===== src/rtl/ahb_pkg.sv =====
// ---------------------------------------------------------------------------
// ahb_pkg
// Shared AHB definitions: response and transfer-type encodings and the number
// of bus masters addressed by HMASTER / HSPLITx.
// ---------------------------------------------------------------------------
package ahb_pkg;

  typedef enum logic [1:0] {
    OKAY  = 2'b00,
    ERROR = 2'b01,
    RETRY = 2'b10,
    SPLIT = 2'b11
  } hresp_t;

  typedef enum logic [1:0] {
    IDLE   = 2'b00,
    BUSY   = 2'b01,
    NONSEQ = 2'b10,
    SEQ    = 2'b11
  } htrans_t;

  localparam int AHB_NUM_MASTERS = 16;

endpackage


===== src/rtl/ahb_split_ctrl.sv =====
// ---------------------------------------------------------------------------
// ahb_split_ctrl
// Split-response controller for an AHB slave in front of a resource that is
// periodically busy. Unlocked transfers arriving while the resource is busy get
// a two-cycle SPLIT response and the master is recorded in a pending mask.
// Locked transfers are stalled instead, up to WAIT_LIMIT cycles, then ERRORed.
// When the resource frees and the slave is idle, all pending masters are
// released with a one-cycle pulse on HSPLITx.
//
// Ports
//   HCLK       bus clock (rising edge)
//   HRESET     asynchronous active-high reset
//   HSEL       slave select
//   HTRANS     transfer type (NONSEQ/SEQ are real transfers)
//   HREADY     bus ready; address phase sampled only when high
//   HMASTER    current master number
//   HMASTLOCK  current transfer is locked
//   busy_i     backend resource unavailable
//   HREADYOUT  slave ready
//   HRESP      OKAY / ERROR / SPLIT response
//   HSPLITx    one-cycle release pulse, one bit per master
//   pending_o  current split-pending mask
// ---------------------------------------------------------------------------
module ahb_split_ctrl
  import ahb_pkg::*;
#(
  parameter int WAIT_LIMIT = 16
) (
  input  logic                       HCLK,
  input  logic                       HRESET,
  input  logic                       HSEL,
  input  logic [1:0]                 HTRANS,
  input  logic                       HREADY,
  input  logic [3:0]                 HMASTER,
  input  logic                       HMASTLOCK,
  input  logic                       busy_i,
  output logic                       HREADYOUT,
  output logic [1:0]                 HRESP,
  output logic [AHB_NUM_MASTERS-1:0] HSPLITx,
  output logic [AHB_NUM_MASTERS-1:0] pending_o
);

  typedef enum logic [2:0] {
    ST_IDLE,
    ST_SPLIT1,
    ST_SPLIT2,
    ST_WAIT,
    ST_ERR1,
    ST_ERR2
  } state_t;

  localparam logic [8:0] LIMIT9 = 9'(WAIT_LIMIT);

  state_t                     state_q, state_d;
  logic [7:0]                 cnt_q, cnt_d;
  logic [AHB_NUM_MASTERS-1:0] pend_q, pend_d;
  logic [AHB_NUM_MASTERS-1:0] split_q, split_d;

  htrans_t    trans;
  logic       accept;
  logic [8:0] cnt_inc;

  assign trans   = htrans_t'(HTRANS);
  assign accept  = HSEL & HREADY & ((trans == NONSEQ) || (trans == SEQ));
  assign cnt_inc = {1'b0, cnt_q} + 9'd1;

  always_ff @(posedge HCLK or posedge HRESET) begin
    if (HRESET) begin
      state_q <= ST_IDLE;
      cnt_q   <= '0;
      pend_q  <= '0;
      split_q <= '0;
    end else begin
      state_q <= state_d;
      cnt_q   <= cnt_d;
      pend_q  <= pend_d;
      split_q <= split_d;
    end
  end

  always_comb begin
    state_d = state_q;
    cnt_d   = cnt_q;
    pend_d  = pend_q;
    split_d = '0;
    case (state_q)
      // ERR2 accepts the next address phase exactly like SPLIT2.
      ST_IDLE, ST_SPLIT2, ST_ERR2: begin
        state_d = ST_IDLE;
        if (accept) begin
          if (busy_i && !HMASTLOCK) begin
            state_d = ST_SPLIT1;
            pend_d  = pend_q | (AHB_NUM_MASTERS'(1) << HMASTER);
          end else if (busy_i) begin
            state_d = ST_WAIT;
            cnt_d   = '0;
          end
        end else if (state_q == ST_IDLE && !busy_i && pend_q != '0) begin
          // Release only from IDLE so the arbiter has already masked every
          // split master before its HSPLIT bit can arrive.
          split_d = pend_q;
          pend_d  = '0;
        end
      end
      ST_SPLIT1: state_d = ST_SPLIT2;
      ST_ERR1:   state_d = ST_ERR2;
      ST_WAIT: begin
        if (!busy_i) begin
          state_d = ST_IDLE;
        end else begin
          if (cnt_q != 8'hFF) cnt_d = cnt_inc[7:0];
          if (cnt_inc >= LIMIT9) state_d = ST_ERR1;
        end
      end
      default: state_d = ST_IDLE;
    endcase
  end

  // Moore decode: outputs depend only on registered state.
  always_comb begin
    HREADYOUT = 1'b1;
    HRESP     = OKAY;
    case (state_q)
      ST_SPLIT1: begin HREADYOUT = 1'b0; HRESP = SPLIT; end
      ST_SPLIT2: begin HREADYOUT = 1'b1; HRESP = SPLIT; end
      ST_WAIT:   begin HREADYOUT = 1'b0; HRESP = OKAY;  end
      ST_ERR1:   begin HREADYOUT = 1'b0; HRESP = ERROR; end
      ST_ERR2:   begin HREADYOUT = 1'b1; HRESP = ERROR; end
      default:   begin HREADYOUT = 1'b1; HRESP = OKAY;  end
    endcase
  end

  assign HSPLITx   = split_q;
  assign pending_o = pend_q;

endmodule


===== config.mk =====
export PLATFORM = sky130hd
export DESIGN_NAME = ahb_split_ctrl
export DESIGN_NICKNAME = d
export VERILOG_FILES = /design/src/rtl/ahb_pkg.sv /design/src/rtl/ahb_split_ctrl.sv
export SDC_FILE = /design/constraint.sdc
export NUM_CORES = 1
export LEC_CHECK = 0
export BUFFER_PORTS_ARGS = -buffer_cell sky130_fd_sc_hd__buf_2
export CAP_MARGIN = 15
export CORE_MARGIN = 3
export CORE_UTILIZATION = 47
export CTS_CLUSTER_SIZE = 24
export DETAILED_ROUTE_END_ITERATION = 8
export PLACE_DENSITY = 0.8
export SLEW_MARGIN = 10
export SYNTH_ARGS = -nofsm -noshare
export SYNTH_HDL_FRONTEND = slang
export SYNTH_SLANG_ARGS = --single-unit

===== constraint.sdc =====
create_clock -name HCLK -period 1.88 [get_ports HCLK]
set_clock_uncertainty 0.05 [all_clocks]
set_input_delay 0.188 -clock HCLK [delete_from_list [all_inputs] [get_ports HCLK]]
set_output_delay 0.188 -clock HCLK [all_outputs]
set_load 0.01 [all_outputs]

==> impl_metrics.tcl, run 1 <==
set metrics [dict create \
    hold_viol 0 \
    power.total_w 0.00210 \
    dp_hpwl_um 3380 \
    grt_use_total_pct 20.5 \
    fmax_ghz 0.530 \
    area_growth_pct 27.6 \
    ys_ff_latch 43 \
    worstPathArrival_ns 2.02 \
    violations "negative setup slack" \
    syn-instance-count 181 \
    ant_nets 0 \
    synthesis.nets 194 \
    cp-startpoint "state_q[0]" \
    place_congestion 0.942 \
    crit_path_end_kind "register" \
    clk_latency_ns 0.29 \
    grt_pass1_vias 1695 \
    r2r_cells 4 \
    synth_edf_count 0 \
    slew_headroom_pct 64.8 \
    tritoncts.num_buffers 5 \
    die_h_um 70.8 \
    cts.sinks 43 \
    syn_area_um2 1970 \
    cts_tree "yes" \
    drcViolationCount 0 \
    cp-start-kind "register" \
    period_share_pct 100 \
    core_um2 3850 \
    vias 1716 \
    ctsRootBufferMaster "clkbuf_8" \
    clockBufferDepth 2 \
    ys.flop_type "dfrtp_1" \
    peakVddDrop_mv 0.597 \
    grt_pass1_wl_um 8090 \
    r2r_slack_ns -0.006 \
    final_cell_mix "buf_2, dfrtp_1, buf_4, and2_1, inv_1" \
    synth_warnings 0 \
    drtPass1Iterations 4 \
    start_util_pct 51.2 \
    grt-ovfl-total 0 \
    regToRegStartpoint "state_q[0]" \
    clkTransAtPathRegs_ns 0.08 \
    grt_max_degree 44 \
    portBuffers 45 \
    setup_violations 2 \
    ys_seq_area_share_pct 54.6 \
    setup-tns-final_ns -0.00880 \
    via_per_inst 5.80 \
    tightest_slew_ns 0.528 \
    diodes 0 \
    fin_ws_ns -0.00603 \
    die_x_um 70.8 \
    hold-worst-slack_ns 0.150 \
    min_path_type "in2reg" \
    fin_nets 260 \
    synth_top_area_share_pct 54.6 \
    worst_ep_required_time_ns 2.01 \
    leakagePower_nw 1.29 \
    drive_above_1_share_pct 33.9 \
    crit_end "cnt_q[4]" \
    wirelength_um 4790 \
    min_period_ns 1.89 \
    holdCritStartpoint "HMASTER[2]" \
    slew_viol_final 0 \
    ys_top_cells_by_area "dfrtp_1, and2_1, o2bb2ai_1, inv_1, a21oi_1" \
    drv_cap 0 \
    multiInputGateArea_um2 847 \
    avgSynthCellArea_um2 10.9 \
    r2r-end "cnt_q[4]" \
    criticalPathCategory "reg2reg" \
    ios 47 \
    drtIter0Drc 168 \
    die_area_um2 5010 \
    rsz0062_at_grt "yes" \
    ys_async_sr_fraction_pct 100 \
    htreeDepth 2 \
    synth.largest_area_cell "dfrtp_1" \
    seqCellArea_um2 1080 \
    antenna_found_initial 0 \
    wl_per_cell_um 16.2 \
    nFillCells 312 \
    rows 22 \
    power_density_nw_per_um2 834 \
    synth_cell_types 42 \
    final_common_cell "buf_2" \
    cp_max_fo 6 \
    status "complete, but fails checks" \
]
area by class of cell:
class                   count  share of cell area [%]
well taps                  48                    2.39
clock buffers               6                    3.28
repair buffers             67                    15.6
multi-input cells         119                    33.7
clock inverters             2                   0.646
flip-flops and latches     43                    42.8
inverters                  11                    1.64
registers in the layout, indices dropped and copies added, names as in the netlist:
register / flops
HSPLITx: 16
state_q: 3
pending_o: 16
cnt_q: 8
per-stage QoR:
step           utilization [%]  setup slack, ns  area, um^2  cells
6_report                  65.3         -0.00603        2520    296
5_1_grt                   65.3          -0.0530        2520    296
4_1_cts                   64.5           0.0237        2490    296
3_5_place_dp              61.6          -0.0766        2370    287
3_3_place_gp              61.6          -0.0779        2370    287
2_1_floorplan                -          -0.0709        1970    181
metal layers:
metal  up-vias  wire, um  global-route usage, %
met5         -         0                      0
met1       854      2180                   28.0
li1        802         -                      -
met2        51      2270                   32.4
met3         9       261                   5.26
met4         0        72                   5.85
report_power, final:
group	internal [W]	switching [W]
sequential	0.000969	0.0000383
clock	0.000300	0.000313
combinational	0.000213	0.000266
total	0.00148	0.000617
synthesized netlist by cell type, drive strengths merged (4+ instances only):
master   number
a21oi         8
a32o          4
and2         13
buf           4
clkbuf        4
dfrtp        43
inv          11
nand2         6
nand3         5
nand4         4
nor2         10
nor4          5
o21ai         8
o2bb2ai       9
how the worst min path moves through the flow:
| stage | endpoint | slack (ns) | cells after the start |
|---|---|---|---|
| CTS | pending_o[2] | 0.14 | 2 |
| global placement | HSPLITx[0] | 0.30 | 3 |
| finish | pending_o[2] | 0.15 | 2 |
| detailed placement | HSPLITx[1] | 0.30 | 3 |
| global route | pending_o[1] | 0.15 | 2 |
| floorplan | state_q[1] | 0.28 | 2 |
cells by family (layout without fill, tap and decap cells):
kind of cell             after synthesis  after routing  synth area share (%)
AO/OA/AOI/OAI                         45             45                  16.8
XOR/XNOR                               3              3                  1.33
adder cells (fa/ha/maj)                1              1                 0.634
multiplexers                           4              4                  2.60
flip-flops                            43             43                  54.6
buffers and inverters                 19             86                  4.12
AND/OR/NAND/NOR                       66             66                  19.9
critical path, stage by stage, from the launching register on:
cell	delay (ns)
dfrtp_1	0.40
and3b_1	0.20
o22a_1	0.22
or4_4	0.59
mux2_4	0.32
timing repair:
| item | in CTS | in global routing |
|---|---|---|
| endpoints found under the setup margin | 6 | 17 |
| pin swaps | 0 | 0 |
| setup buffers | 0 | 0 |
| hold buffers | 1 | 0 |
| gates resized for setup | 1 | 7 |
| hold endpoints to repair | 43 | 0 |
Power figures use the tool's default switching activity.
==> run 2, diff against run 1 <==
CORE_MARGIN = default   (was 3)
==> run 2 against run 1 <==
The run still ends with negative setup slack left. Clock power shrank 7.2%. Register-to-register slack lost 0.02 ns. Critical path depth is the same. Hold slack lost 0.011 ns. Count of clock-buffer cells in the layout is the same. Wire length shrank 8.7%. Via count shrank 3.3%. Sequential share of layout area grew 0.49 points. First-iteration DRC count shrank 6.5%. Highest routed layer unchanged.
==> impl_metrics.tcl, run 2 (synthesized netlist as in run 1, its figures left out) <==
set metrics [dict create \
    rsz0062_at_grt "yes" \
    min_to "state_q[1]" \
    regToRegStartpoint "state_q[0]" \
    path_delay_family "simple AND/OR/NAND/NOR gates" \
    ctsRootBufferMaster "clkbuf_8" \
    portBuffers 45 \
    slew_viol_final 0 \
    clockBufferDepth 2 \
    area_growth_pct 26.1 \
    vias 1659 \
    worst_ep_required_time_ns 2.00 \
    min_path_type "in2reg" \
    fin_ws_ns -0.0289 \
    die_x_um 66.8 \
    holdCritStartpoint "HMASTLOCK" \
    tritoncts.num_buffers 5 \
    via_per_inst 5.57 \
    hold-worst-slack_ns 0.139 \
    diodes 0 \
    grt_pass1_vias 1525 \
    clkTransAtPathRegs_ns 0.08 \
    die_area_um2 4460 \
    drtIter0Drc 157 \
    core_um2 4000 \
    place_congestion 0.883 \
    violations "negative setup slack" \
    period_share_pct 102 \
    path_buf_inv 0 \
    crit_path_end_kind "register" \
    grt_use_total_pct 22.0 \
    final_common_cell "buf_2" \
    die_h_um 66.8 \
    drive_above_1_share_pct 33.1 \
    clk_latency_ns 0.29 \
    slowest_stage "or4_4" \
    tightest_slew_ns 0.544 \
    hold_viol 0 \
    fin_nets 260 \
    start_util_pct 49.3 \
    wl_per_cell_um 14.7 \
    drcViolationCount 0 \
    cpPeakStageDelay_ns 0.58 \
    power.total_w 0.00205 \
    cts.sinks 43 \
    r2r_cells 4 \
    antenna_found_initial 0 \
    grt-ovfl-total 0 \
    grt_pass1_wl_um 7140 \
    wirelength_um 4370 \
    ant_nets 0 \
    crit_path_cell_trace "and3b_1 > o22a_1 > or4_4 > mux2_4" \
    fmax_ghz 0.524 \
    min_path_cells 3 \
    setup-tns-final_ns -0.0538 \
    r2r-end "cnt_q[5]" \
    r2r_slack_ns -0.03 \
    slew_headroom_pct 63.7 \
    drtPass1Iterations 4 \
    htreeDepth 2 \
    final_cell_mix "buf_2, dfrtp_1, buf_4, and2_1, inv_1" \
    criticalPathCategory "reg2reg" \
    ios 47 \
    power_density_nw_per_um2 826 \
    status "complete, but fails checks" \
    worstPathArrival_ns 2.03 \
    cp-start-kind "register" \
    drv_cap 0 \
    dp_hpwl_um 3200 \
    cts_tree "yes" \
    peakVddDrop_mv 0.486 \
    min_period_ns 1.91 \
    leakagePower_nw 1.27 \
    setup_violations 2 \
    rows 23 \
    cp_max_fo 6 \
    grt_max_degree 44 \
]
==> run 2: area by class of cell <==
type	count	area, um^2
clock buffers	6	72.6
clock inverters	2	12.5
fillers	350	1510
inverters	11	41.3
multi-input cells	119	830
flip-flops and latches	43	1080
well taps	50	62.6
repair buffers	67	393
==> run 2: routing by layer <==
metal / share of wire, % / global-route usage, % / vias up
li1: - / - / 800
met1: 43 / 28.0 / 793
met2: 49 / 35.4 / 62
met3: 6.1 / 5.31 / 4
met4: 0.96 / 9.57 / 0
met5: 0 / 0 / -
==> run 2: repair_timing <==
item,in CTS,in global routing
setup buffers,0,0
setup endpoints to repair,7,19
gates cloned,0,0
hold buffers,1,0
gates resized for setup,2,3
pin swaps,0,0
hold endpoints to repair,43,0
==> run 2: how the worst max path moves through the flow <==
stage                     from  endpoint  slack, ns  cells past startpoint
finish              state_q[0]  cnt_q[5]      -0.03                      4
global route        state_q[0]  cnt_q[5]      -0.06                      4
CTS                 state_q[0]  cnt_q[5]      -0.02                      4
detailed placement  state_q[0]  cnt_q[4]      -0.10                      4
global placement    state_q[0]  cnt_q[4]      -0.07                      4
floorplan           state_q[1]  cnt_q[4]      -0.07                      6
==> run 2: per-stage QoR <==
stage          setup slack [ns]  cell area [um^2]  utilization [%]  std cells
2_1_floorplan           -0.0709              1970                -        181
3_3_place_gp            -0.0730              2380             59.4        289
3_5_place_dp             -0.104              2380             59.4        289
4_1_cts                 -0.0223              2480             62.0        298
5_1_grt                 -0.0645              2490             62.2        298
6_report                -0.0289              2490             62.2        298
==> run 2: power by group <==
| group | total [W] | leakage (nW) | internal (W) | switching [W] |
|---|---|---|---|---|
| clock network | 0.000568 | 0.0412 | 0.000260 | 0.000308 |
| logic | 0.000477 | 0.627 | 0.000219 | 0.000258 |
| registers | 0.00101 | 0.598 | 0.000969 | 0.0000391 |
| total | 0.00205 | 1.27 | 0.00145 | 0.000605 |
==> run 2: worst reg2reg max path: cells and delay by family, from the launching register on <==
kind | cells | cell delay (ns)
simple gates | 2 | 0.79
compound gates | 1 | 0.21
mux | 1 | 0.32
flops | 1 | 0.42
==> run 3, diff against run 2 <==
REMOVE_ABC_BUFFERS = 1   (was default)
==> run 3 against run 2 <==
The run still ends with negative setup slack left. Critical path depth did not move. Register-to-register slack barely moved. Final area rose by 1.9%. First-iteration DRC count fell by 19%. Core utilization rose by 1.2 points. Clock power rose by 48%. Largest cell class unchanged.
==> impl_metrics.tcl, run 3 (synthesized netlist as in run 1, its figures left out) <==
set metrics [dict create \
    status "complete, but fails checks" \
    violations "negative setup slack" \
    fin_nets 260 \
    clockBufferDepth 2 \
    final_cell_mix "buf_2, dfrtp_1, buf_4, and2_1, inv_1" \
    antenna_found_initial 0 \
    worstPathArrival_ns 2.03 \
    fmax_ghz 0.526 \
    grt_pass1_vias 1444 \
    drive_above_1_share_pct 33.5 \
    slew_headroom_pct 64.8 \
    ant_nets 0 \
    power_density_nw_per_um2 919 \
    ctsRootBufferMaster "clkbuf_8" \
    wl_met2_um 2200 \
    die_area_um2 4460 \
    die_h_um 66.8 \
    start_util_pct 49.3 \
    grt_use_total_pct 20.5 \
    clk_latency_ns 0.29 \
    via_per_inst 5.66 \
    grt-ovfl-total 0 \
    setup_violations 2 \
    die_x_um 66.8 \
    rsz0062_at_grt "yes" \
    grt_pass1_wl_um 6780 \
    fin_ws_ns -0.0207 \
    crit_path_end_kind "register" \
    drcViolationCount 0 \
    slew_viol_final 0 \
    wl_per_cell_um 14.6 \
    min_path_type "in2reg" \
    htreeDepth 2 \
    ios 47 \
    diodes 0 \
    drv_cap 0 \
    cp_max_fo 6 \
    dp_slack_ns -0.0841 \
    rows 23 \
    min_period_ns 1.90 \
    tritoncts.num_buffers 5 \
    drtPass1Iterations 4 \
    cts_tree "yes" \
    vias 1686 \
    worst_ep_required_time_ns 2.01 \
    cp-start-kind "register" \
    grt_max_degree 44 \
    portBuffers 45 \
    peakVddDrop_mv 0.735 \
    top_layer_used "met4" \
    hold_viol 0 \
    tightest_slew_ns 0.528 \
    core_um2 4000 \
    leakagePower_nw 1.29 \
    criticalPathCategory "reg2reg" \
    final_common_cell "buf_2" \
    r2r_slack_ns -0.02 \
    hold-worst-slack_ns 0.153 \
    wirelength_um 4340 \
    drtIter0Drc 127 \
    area_growth_pct 28.6 \
    dp_hpwl_um 3100 \
    routedLengthMet1_um 1830 \
    clkTransAtPathRegs_ns 0.08 \
    route.met3.wl_um 210 \
    place_congestion 0.856 \
    period_share_pct 101 \
    cts.sinks 43 \
]
[run 3: changes by cell type in the layout (fill, tap and decap cells not counted), sizes merged]
| cell | delta |
|---|---|
| bufinv | +2 |
| clkinvlp | -1 |
| clkinv | -1 |
[run 3: metrics by stage]
| stage | cell area (um^2) | TNS, ns | total power [W] | utilization, % | instances |
|---|---|---|---|---|---|
| floorplan | 1930 | -0.496 | 0.00127 | - | 173 |
| global placement | 2370 | -0.151 | 0.00148 | 59.2 | 288 |
| detailed placement | 2370 | -0.276 | 0.00149 | 59.2 | 288 |
| CTS | 2520 | 0 | 0.00233 | 62.9 | 297 |
| global route | 2530 | -0.414 | 0.00244 | 63.4 | 298 |
| finish | 2530 | -0.0371 | 0.00233 | 63.4 | 298 |
[run 3: timing repair]
item / in CTS / in global routing
setup endpoints to repair: 6 / 22
resized for setup: 1 / 4
buffers inserted: 0 / 1
hold buffers: 1 / 0
hold endpoints to repair: 43 / 0
[run 3: critical path, stage by stage (launching register included)]
cell	delay [ns]
dfrtp_1	0.43
and3b_1	0.20
o22a_1	0.21
or4_4	0.58
mux2_4	0.32
[run 3: routing by layer]
metal | global-route usage (%) | vias up
met1 | 25.7 | 806
li1 | - | 806
met3 | 4.62 | 13
met5 | 0 | -
met4 | 9.31 | 0
met2 | 33.5 | 61
[run 3: path summary, 6_finish.rpt]
| kind | startpoint | to | cells past startpoint |
|---|---|---|---|
| min in group asynchronous | HRESET | HSPLITx[0] | 4 |
| setup reg to reg | state_q[2] | cnt_q[5] | 4 |
| hold reg to reg | pending_o[14] | pending_o[14] | 1 |
| max in group asynchronous | HRESET | pending_o[11] | 4 |
| setup / recovery | state_q[2] | cnt_q[5] | 4 |
| hold / removal | HMASTER[3] | pending_o[2] | 2 |
[run 3: report_power, final]
part           switching, W  internal [W]  total [W]
sequential        0.0000370      0.000969    0.00101
clock              0.000312      0.000531   0.000843
combinational      0.000263      0.000219   0.000482
total              0.000612       0.00172    0.00233
[run 3: area by class of cell]
cell class	count	area [um^2]
clock buffers	6	72.6
well taps	50	62.6
inverters	11	41.3
flip-flops and latches	43	1080
fillers	349	1470
repair buffers	67	393
multi-input cells	119	830
clock inverters	2	60.1
